## src/rtl/if_id_ctrl_if.sv

```systemverilog
// IF/ID controller bundle: fetch, decode and EX-side signals.
// master drives the inputs, slave is the controller itself.
interface if_id_ctrl_if;
    logic [31:0] ins_i;
    logic [31:0] ins_addr_i;
    logic        ins_valid_i;
    logic        hold_i;
    logic [4:0]  dec_rs1_i;
    logic [4:0]  dec_rs2_i;
    logic        ex_load_i;
    logic [4:0]  ex_rd_i;
    logic        jump_en_i;
    logic [31:0] jump_addr_i;
    logic [31:0] ins_o;
    logic [31:0] ins_addr_o;
    logic        ins_valid_o;
    logic        pc_hold_o;
    logic        pc_we_o;
    logic [31:0] pc_wdata_o;
    logic        bubble_o;
    logic [1:0]  state_o;

    modport master (
        output ins_i, ins_addr_i, ins_valid_i,
        output hold_i, dec_rs1_i, dec_rs2_i,
        output ex_load_i, ex_rd_i,
        output jump_en_i, jump_addr_i,
        input  ins_o, ins_addr_o, ins_valid_o,
        input  pc_hold_o, pc_we_o, pc_wdata_o,
        input  bubble_o, state_o
    );

    modport slave (
        input  ins_i, ins_addr_i, ins_valid_i,
        input  hold_i, dec_rs1_i, dec_rs2_i,
        input  ex_load_i, ex_rd_i,
        input  jump_en_i, jump_addr_i,
        output ins_o, ins_addr_o, ins_valid_o,
        output pc_hold_o, pc_we_o, pc_wdata_o,
        output bubble_o, state_o
    );
endinterface

```

## src/rtl/if_id_ctrl.sv

```systemverilog
// IF/ID register with load-use/hold stalls and jump flush.
// Define LOAD_USE_STALL_EN to enable load-use hazard stalls.
module if_id_ctrl #(
    parameter logic [31:0] NOP_INS      = 32'h0000_0013,
    parameter logic [31:0] RESET_ADDR   = 32'h0000_0000,
    parameter int unsigned FLUSH_CYCLES = 2
) (
    input logic         clk,
    input logic         rst_n,
    if_id_ctrl_if.slave bus
);
    typedef enum logic [1:0] {
        RUN   = 2'd0,
        STALL = 2'd1,
        FLUSH = 2'd2
    } state_t;

    localparam logic [3:0] FC = 4'(FLUSH_CYCLES);

    state_t      state_q, state_d;
    logic [3:0]  cnt_q, cnt_d;
    logic [31:0] ins_q, ins_d;
    logic [31:0] addr_q, addr_d;
    logic        vld_q, vld_d;
    logic        hazard;
    logic        stall;
    logic        jump;

`ifdef LOAD_USE_STALL_EN
    assign hazard = bus.ex_load_i
                  & (bus.ex_rd_i != 5'd0)
                  & vld_q
                  & ((bus.ex_rd_i == bus.dec_rs1_i)
                   | (bus.ex_rd_i == bus.dec_rs2_i));
`else
    logic unused_ok;
    assign unused_ok = ^{bus.ex_load_i, bus.ex_rd_i,
                         bus.dec_rs1_i, bus.dec_rs2_i};
    assign hazard = 1'b0;
`endif

    assign jump  = bus.jump_en_i;
    assign stall = bus.hold_i | hazard;

    assign bus.pc_we_o     = jump;
    assign bus.pc_wdata_o  = bus.jump_addr_i;
    assign bus.pc_hold_o   = stall & ~jump;
    assign bus.bubble_o    = (state_q == FLUSH) | stall | jump;
    assign bus.ins_o       = ins_q;
    assign bus.ins_addr_o  = addr_q;
    assign bus.ins_valid_o = vld_q;
    assign bus.state_o     = state_q;

    always_comb begin
        state_d = state_q;
        cnt_d   = cnt_q;
        ins_d   = ins_q;
        addr_d  = addr_q;
        vld_d   = vld_q;
        unique case (state_q)
            RUN, STALL: begin
                if (jump) begin
                    ins_d   = NOP_INS;
                    vld_d   = 1'b0;
                    cnt_d   = FC;
                    state_d = FLUSH;
                end else if (stall) begin
                    state_d = STALL;
                end else begin
                    state_d = RUN;
                    if (bus.ins_valid_i) begin
                        ins_d  = bus.ins_i;
                        addr_d = bus.ins_addr_i;
                        vld_d  = 1'b1;
                    end else begin
                        ins_d = NOP_INS;
                        vld_d = 1'b0;
                    end
                end
            end
            FLUSH: begin
                ins_d = NOP_INS;
                vld_d = 1'b0;
                if (jump) begin
                    cnt_d = FC;
                end else if (!bus.hold_i) begin
                    cnt_d = cnt_q - 4'd1;
                    if (cnt_q == 4'd1) state_d = RUN;
                end
            end
            default: begin
                state_d = RUN;
                cnt_d   = 4'd0;
            end
        endcase
    end

    always_ff @(posedge clk or negedge rst_n) begin
        if (!rst_n) begin
            state_q <= RUN;
            cnt_q   <= 4'd0;
            ins_q   <= NOP_INS;
            addr_q  <= RESET_ADDR;
            vld_q   <= 1'b0;
        end else begin
            state_q <= state_d;
            cnt_q   <= cnt_d;
            ins_q   <= ins_d;
            addr_q  <= addr_d;
            vld_q   <= vld_d;
        end
    end
endmodule

```

## src/flat_wrapper.sv

```systemverilog
// flat-port wrapper written by rule: the top's interface ports become plain ports
module if_id_ctrl_flat 
#(
    parameter logic [31:0] NOP_INS      = 32'h0000_0013,
    parameter logic [31:0] RESET_ADDR   = 32'h0000_0000,
    parameter int unsigned FLUSH_CYCLES = 2
)
  (clk, rst_n, bus_ins_i, bus_ins_addr_i, bus_ins_valid_i, bus_hold_i, bus_dec_rs1_i, bus_dec_rs2_i, bus_ex_load_i, bus_ex_rd_i, bus_jump_en_i, bus_jump_addr_i, bus_ins_o, bus_ins_addr_o, bus_ins_valid_o, bus_pc_hold_o, bus_pc_we_o, bus_pc_wdata_o, bus_bubble_o, bus_state_o);
  if_id_ctrl_if bus_i ();
  input logic clk;
  input logic rst_n;
  input wire logic [$bits(bus_i.ins_i)-1:0] bus_ins_i;
  input wire logic [$bits(bus_i.ins_addr_i)-1:0] bus_ins_addr_i;
  input wire logic [$bits(bus_i.ins_valid_i)-1:0] bus_ins_valid_i;
  input wire logic [$bits(bus_i.hold_i)-1:0] bus_hold_i;
  input wire logic [$bits(bus_i.dec_rs1_i)-1:0] bus_dec_rs1_i;
  input wire logic [$bits(bus_i.dec_rs2_i)-1:0] bus_dec_rs2_i;
  input wire logic [$bits(bus_i.ex_load_i)-1:0] bus_ex_load_i;
  input wire logic [$bits(bus_i.ex_rd_i)-1:0] bus_ex_rd_i;
  input wire logic [$bits(bus_i.jump_en_i)-1:0] bus_jump_en_i;
  input wire logic [$bits(bus_i.jump_addr_i)-1:0] bus_jump_addr_i;
  output wire logic [$bits(bus_i.ins_o)-1:0] bus_ins_o;
  output wire logic [$bits(bus_i.ins_addr_o)-1:0] bus_ins_addr_o;
  output wire logic [$bits(bus_i.ins_valid_o)-1:0] bus_ins_valid_o;
  output wire logic [$bits(bus_i.pc_hold_o)-1:0] bus_pc_hold_o;
  output wire logic [$bits(bus_i.pc_we_o)-1:0] bus_pc_we_o;
  output wire logic [$bits(bus_i.pc_wdata_o)-1:0] bus_pc_wdata_o;
  output wire logic [$bits(bus_i.bubble_o)-1:0] bus_bubble_o;
  output wire logic [$bits(bus_i.state_o)-1:0] bus_state_o;
  assign bus_i.ins_i = bus_ins_i;
  assign bus_i.ins_addr_i = bus_ins_addr_i;
  assign bus_i.ins_valid_i = bus_ins_valid_i;
  assign bus_i.hold_i = bus_hold_i;
  assign bus_i.dec_rs1_i = bus_dec_rs1_i;
  assign bus_i.dec_rs2_i = bus_dec_rs2_i;
  assign bus_i.ex_load_i = bus_ex_load_i;
  assign bus_i.ex_rd_i = bus_ex_rd_i;
  assign bus_i.jump_en_i = bus_jump_en_i;
  assign bus_i.jump_addr_i = bus_jump_addr_i;
  assign bus_ins_o = bus_i.ins_o;
  assign bus_ins_addr_o = bus_i.ins_addr_o;
  assign bus_ins_valid_o = bus_i.ins_valid_o;
  assign bus_pc_hold_o = bus_i.pc_hold_o;
  assign bus_pc_we_o = bus_i.pc_we_o;
  assign bus_pc_wdata_o = bus_i.pc_wdata_o;
  assign bus_bubble_o = bus_i.bubble_o;
  assign bus_state_o = bus_i.state_o;
  if_id_ctrl #(.NOP_INS(NOP_INS), .RESET_ADDR(RESET_ADDR), .FLUSH_CYCLES(FLUSH_CYCLES)) u_core (.clk(clk), .rst_n(rst_n), .bus(bus_i));
endmodule
```

## config.mk

```make
export PLATFORM = sky130hd
export DESIGN_NAME = if_id_ctrl_flat
export DESIGN_NICKNAME = d
export VERILOG_FILES = /design/src/rtl/if_id_ctrl_if.sv /design/src/rtl/if_id_ctrl.sv /design/src/flat_wrapper.sv
export SDC_FILE = /design/constraint.sdc
export NUM_CORES = 1
export LEC_CHECK = 0
export ABC_AREA = 1
export CORE_ASPECT_RATIO = 1.5
export CORE_UTILIZATION = 37
export CTS_BUF_LIST = sky130_fd_sc_hd__clkbuf_4 sky130_fd_sc_hd__clkbuf_8
export DETAILED_ROUTE_END_ITERATION = 6
export GPL_ROUTABILITY_DRIVEN = 0
export MAX_ROUTING_LAYER = met4
export PLACE_DENSITY = 0.86
export SYNTH_ARGS = -nofsm -noshare
export SYNTH_HDL_FRONTEND = slang
export SYNTH_SLANG_ARGS = --single-unit
```

## constraint.sdc

```tcl
create_clock -name clk -period 1.3 [get_ports clk]
set_input_delay 0.13 -clock clk [delete_from_list [all_inputs] [get_ports clk]]
set_output_delay 0.13 -clock clk [all_outputs]
set_load 0.02 [all_outputs]
```

-- After elaboration in Yosys (flattened, before gate mapping)
Cells that the tools add are included.
- output and inout port bits: 102
- input bits: 117
- register bits: 71
- bitwise gates (word level): 5
- reductions and logical operators: 7
- multiplexer cells: 18
- add/sub/neg operators: 1
- eq/ne operators: 9
- operators with widths (cell ; count):
    32-bit two-way mux ; 3
    32-bit case mux with 2 select lines ; 1
    4-bit two-way mux ; 3
    2-bit two-way mux ; 4
    2-bit != test (second input constant) ; 4
    4-bit case mux with 2 select lines ; 1
    3-bit != test (second input constant) ; 2
    4-bit by 1-bit == test with 1-bit output (second input constant) ; 1
    1-bit two-way mux ; 4
    2-bit case mux with 2 select lines ; 1
    2-bit AND reduction ; 2
    4-bit AND reduction ; 1
    4-bit by 1-bit subtractor with 4-bit output (second input constant) ; 1
    3-bit AND reduction ; 1
    2-bit by 1-bit == test with 1-bit output (second input constant) ; 1
    2-bit == test (second input constant) ; 1
    2-bit logical NOT ; 1
    1-bit inverter ; 2
    1-bit OR ; 2
    1-bit case mux with 2 select lines ; 1
    2-bit nonzero test ; 1
    2-bit OR reduction ; 1
    1-bit bitwise AND ; 1

-- Logic depth before layout (Yosys ltp)
- word-level depth: 5
- gate-level depth with buffers: 6

-- Worst setup path before layout
OpenSTA, ideal clock, no wires.
- kind: register to register
- start point: reg u_core.state_q[1], in the netlist u_core.bus.state_o[1]
- end point: reg u_core.addr_q[23], in the netlist u_core.bus.ins_addr_o[23]
- cell stages (with the launch flop): 7
- required time: 1.179 ns
- slack: 0.051 ns
- data arrival time: 1.128 ns
- period minus slack after synthesis: 1.249 ns
- cell sequence: dfrtp_1 inv_2 nand3_4 buf_6 buf_6 nand2_1 o21ai_1
- word-level cells in the longest chain between the ends: 3
- elaborated cells on any way between the ends: 4
- those cells by class: eq/ne: 1; reduce/logical: 3
- ends and longest elaborated chain (item ; line ; text):
    from (decl) ; if_id_ctrl.sv:20 ; state_t state_q, state_d;
    from (signal assigned) ; if_id_ctrl.sv:106 ; state_q <= state_d;
    2-bit by 1-bit == test with 1-bit output / 2-bit logical NOT (equally long branches) ; if_id_ctrl.sv:60 ; unique case (state_q)
    2-bit OR reduction (*) ; if_id_ctrl.sv:60 ;
    4-bit AND reduction (no line) (*) ; n/a ;
    to (signal assigned) ; if_id_ctrl.sv:109 ; addr_q <= addr_d;
    to (decl) ; if_id_ctrl.sv:23 ; logic [31:0] addr_q, addr_d;
Every way passes the cells marked *; elsewhere a longest branch is shown, timed or not.
A chain may end at the register's enable or synchronous reset.

-- Worst setup path after layout
- start point: reg u_core.state_q[0], in the netlist u_core.bus.state_o[0]
- end point: out bus_bubble_o
- word-level cells in the longest chain between the ends: 3
- ends and longest elaborated chain (item ; line ; text):
    2-bit == test ; if_id_ctrl.sv:48 ; assign bus.bubble_o = (state_q == FLUSH) | stall | jump;
    1-bit OR (2 in series) ; if_id_ctrl.sv:48 ;
    to (decl) ; flat_wrapper.sv:28 ; output wire logic [$bits(bus_i.bubble_o)-1:0] bus_bubble_o;
No other way between the ends.

==> results.json <==
{
  "power.density_cell_area_mw_per_mm2": 1730,
  "cp-startpoint": "u_core.bus.state_o[0]$_DFFE_PN0P_",
  "clock_path_buffers": 2,
  "drt_iter0_markers": 99,
  "syn2layout_area_growth_pct": 47.5,
  "critPathRequiredTime_ns": 1.17,
  "critical_path_arrival_ns": 1.13,
  "core_area_mm2": 0.00841,
  "final_common_cell": "sky130_fd_sc_hd__nand2_1",
  "slew-limit-headroom": 0.771,
  "gr-usage-met3": 0.0563,
  "synth.distinct_cells": 24,
  "setup_total_negative_slack_ns": 0,
  "timing.final.ws_setup_ns": 0.0383,
  "synthesis.nets": 475,
  "type_of_the_worst_setup_path": "reg -> out",
  "worstPathCellList": "nor2_4 > inv_1 > nand2_1 > buf_6",
  "min-delay-path-class": "in -> out",
  "yosys_warnings": 0,
  "post-route-min-period_ns": 1.26,
  "rsz0062_at_grt": "yes",
  "clk_latency_ns": 0.34,
  "final_cell_mix": "72 x sky130_fd_sc_hd__nand2_1, 68 x sky130_fd_sc_hd__inv_1, 68 x sky130_fd_sc_hd__dfrtp_1, 65 x sky130_fd_sc_hd__clkdlybuf4s50_1, 65 x sky130_fd_sc_hd__dlygate4sd2_1",
  "pre_cts_slack_ns": -0.314,
  "tritoncts": "built",
  "final_nets": 597,
  "status": "complete, no violations",
  "cap_viol_max_count": 0,
  "final_antenna_net_count": 0,
  "post-route-drc-count": 0,
  "avgRoutedWirePerCell_um": 12.9,
  "drive_gt1_frac": 0.119,
  "die_w_um": 78.1,
  "number_of_antenna_violations_at_the_first_check_in_global_routing": 0,
  "htreeDepth": 3,
  "hold_path_startpoint": "bus_jump_addr_i[10]",
  "pin_count": 219,
  "placement_rows": 41,
  "worstMarginPinSlew_ns": 0.343,
  "floorplan.initialDensity": 0.383,
  "cts.reportedPaths.clkPinSlew_ns": 0.06,
  "num-fill-cells": 767,
  "timing_max_transition_violations_final": 0,
  "congestion_overflow_gr": 0,
  "grt_first_pass_wirelength_um": 12200,
  "synth.cell_area_mm2": 0.00322,
  "power_mw": 8.19,
  "via_count": 2622,
  "portBuffers": 138,
  "drt_pre_antenna_iters": 3,
  "final_hold_viol_count": 0,
  "irDropWorstVdd_mv": 0.910,
  "first_global_vias": 2691,
  "die_height_um": 116,
  "leakagePower_nw": 2.60,
  "critical-path-max-stage-delay_ns": 0.41,
  "final_min_period_over_clock_period": 0.971,
  "ys_seq_area_frac": 0.553,
  "dieArea_mm2": 0.00908,
  "highest_clock_rate_mhz": 793,
  "clockRootBuffer": "sky130_fd_sc_hd__clkbuf_8",
  "end_kind": "output pin",
  "numClockSinks": 71,
  "critPathSlowestCell": "sky130_fd_sc_hd__dfrtp_1",
  "drt_wl_total_um": 7600,
  "route.detailed.vias_per_inst": 4.46,
  "start_kind": "register",
  "synth.ff_latch_count": 71,
  "grt.busiest_layer": "met2",
  "n_antenna_cell": 0,
  "grt_start_max_net_pins": 44,
  "global_route.usage.total": 0.180,
  "detailed_place_hpwl_um": 5610,
  "numCtsBuffers": 9,
  "finalSetupViolations": 0,
  "synthesis.area_per_instance_um2": 9.04,
  "grt.met2_usage": 0.298,
  "groute.layer.met1.usage": 0.187,
  "skew_ns": 0.00919,
  "r2r_path_start": "u_core.bus.state_o[1]$_DFFE_PN0P_",
  "crit_path_max_fanout": 2,
  "cell_count_after_synthesis": 356
}
## stage by stage
| step | utilization | instances | area (µm²) | hold slack, ns |
|---|---|---|---|---|
| final | 0.564 | 588 | 4750 | 0.260 |
| after global routing | 0.564 | 588 | 4750 | 0.260 |
| after CTS | 0.551 | 584 | 4630 | 0.260 |
| after detailed placement | 0.539 | 569 | 4530 | 0.117 |
| after global placement | 0.539 | 569 | 4530 | 0.109 |
| after floorplan | - | 356 | 3220 | -0.166 |
## logic make-up (layout without fill, tap and decap cells)
| group | Yosys count | in the layout | share of synthesized area |
|---|---|---|---|
| AO/OA/AOI/OAI | 68 | 68 | 0.115 |
| XOR/XNOR | 1 | 1 | 0.00272 |
| flip-flops | 71 | 71 | 0.553 |
| AND/OR/NAND/NOR | 98 | 98 | 0.129 |
| buffers and inverters | 116 | 241 | 0.192 |
| adder cells (fa/ha/maj) | 2 | 2 | 0.00777 |
## where the power goes
| part | switching, mW | internal (mW) | total (mW) |
|---|---|---|---|
| sequential | 0.346 | 2.81 | 3.16 |
| combinational | 1.88 | 1.58 | 3.46 |
| clock | 0.747 | 0.816 | 1.56 |
## worst max-delay path, delay by kind of cell (launching register included)
| kind | cells | cell delay, ns |
|---|---|---|
| buffers and inverters | 2 | 0.18 |
| flip-flops | 1 | 0.41 |
| AND/OR/NAND/NOR | 2 | 0.21 |
## per-layer routing
metal / wire length [µm] / vias up
li1: - / 1292
met1: 2860 / 1210
met2: 3910 / 86
met3: 526 / 34
met4: 295 / 0
met5: 0 / -
## state kept, by name, indices dropped and copies added, names as in the netlist
signal / flops
u_core.cnt_q: 4
u_core.bus.ins_o: 32
u_core.bus.ins_addr_o: 32
u_core.bus.state_o: 2
u_core.bus.ins_valid_o: 1
## synth_stat cells (all sizes together)
cell,n,area share
inv,70,0.082
a21oi,3,0.0082
o21ai,65,0.11
dfrtp,68,0.53
xor2,1,0.0027
nor2,17,0.024
ha,2,0.0078
clkbuf,2,0.0027
nand4,1,0.0019
buf,44,0.11
nand2,74,0.089
nand3,6,0.013
dfstp,3,0.024
## path summary, 6_finish.rpt
kind                                                 endpoint  slack [ns]  cells after the start
hold reg to reg            u_core.bus.ins_valid_o$_DFFE_PN0P_        0.48                      2
hold / removal                             bus_pc_wdata_o[10]        0.26                      0
max in group asynchronous    u_core.bus.ins_o[14]$_DFFE_PN0P_        0.68                      3
setup / recovery                                 bus_bubble_o        0.04                      4
min in group asynchronous     u_core.bus.ins_o[7]$_DFFE_PN0P_        0.30                      3
setup reg to reg             u_core.bus.ins_o[19]$_DFFE_PN0P_        0.05                      8
## area by class of cell
cell class	count	area (µm²)	share of cell area
flip-flops and latches	71	1780	0.375
repair buffers	157	1570	0.331
multi-input cells	169	827	0.174
inverters	70	263	0.0554
clock buffers	13	166	0.0351
well taps	107	134	0.0282
clock inverters	1	5.00	0.00105
## repair_timing
item,in CTS,in global routing
hold buffers,1,0
setup endpoints to repair,70,17
setup buffers,0,1
gates cloned,0,3
resized for setup,84,15
hold endpoints to repair,71,0
(Power assumes the default switching activity.)
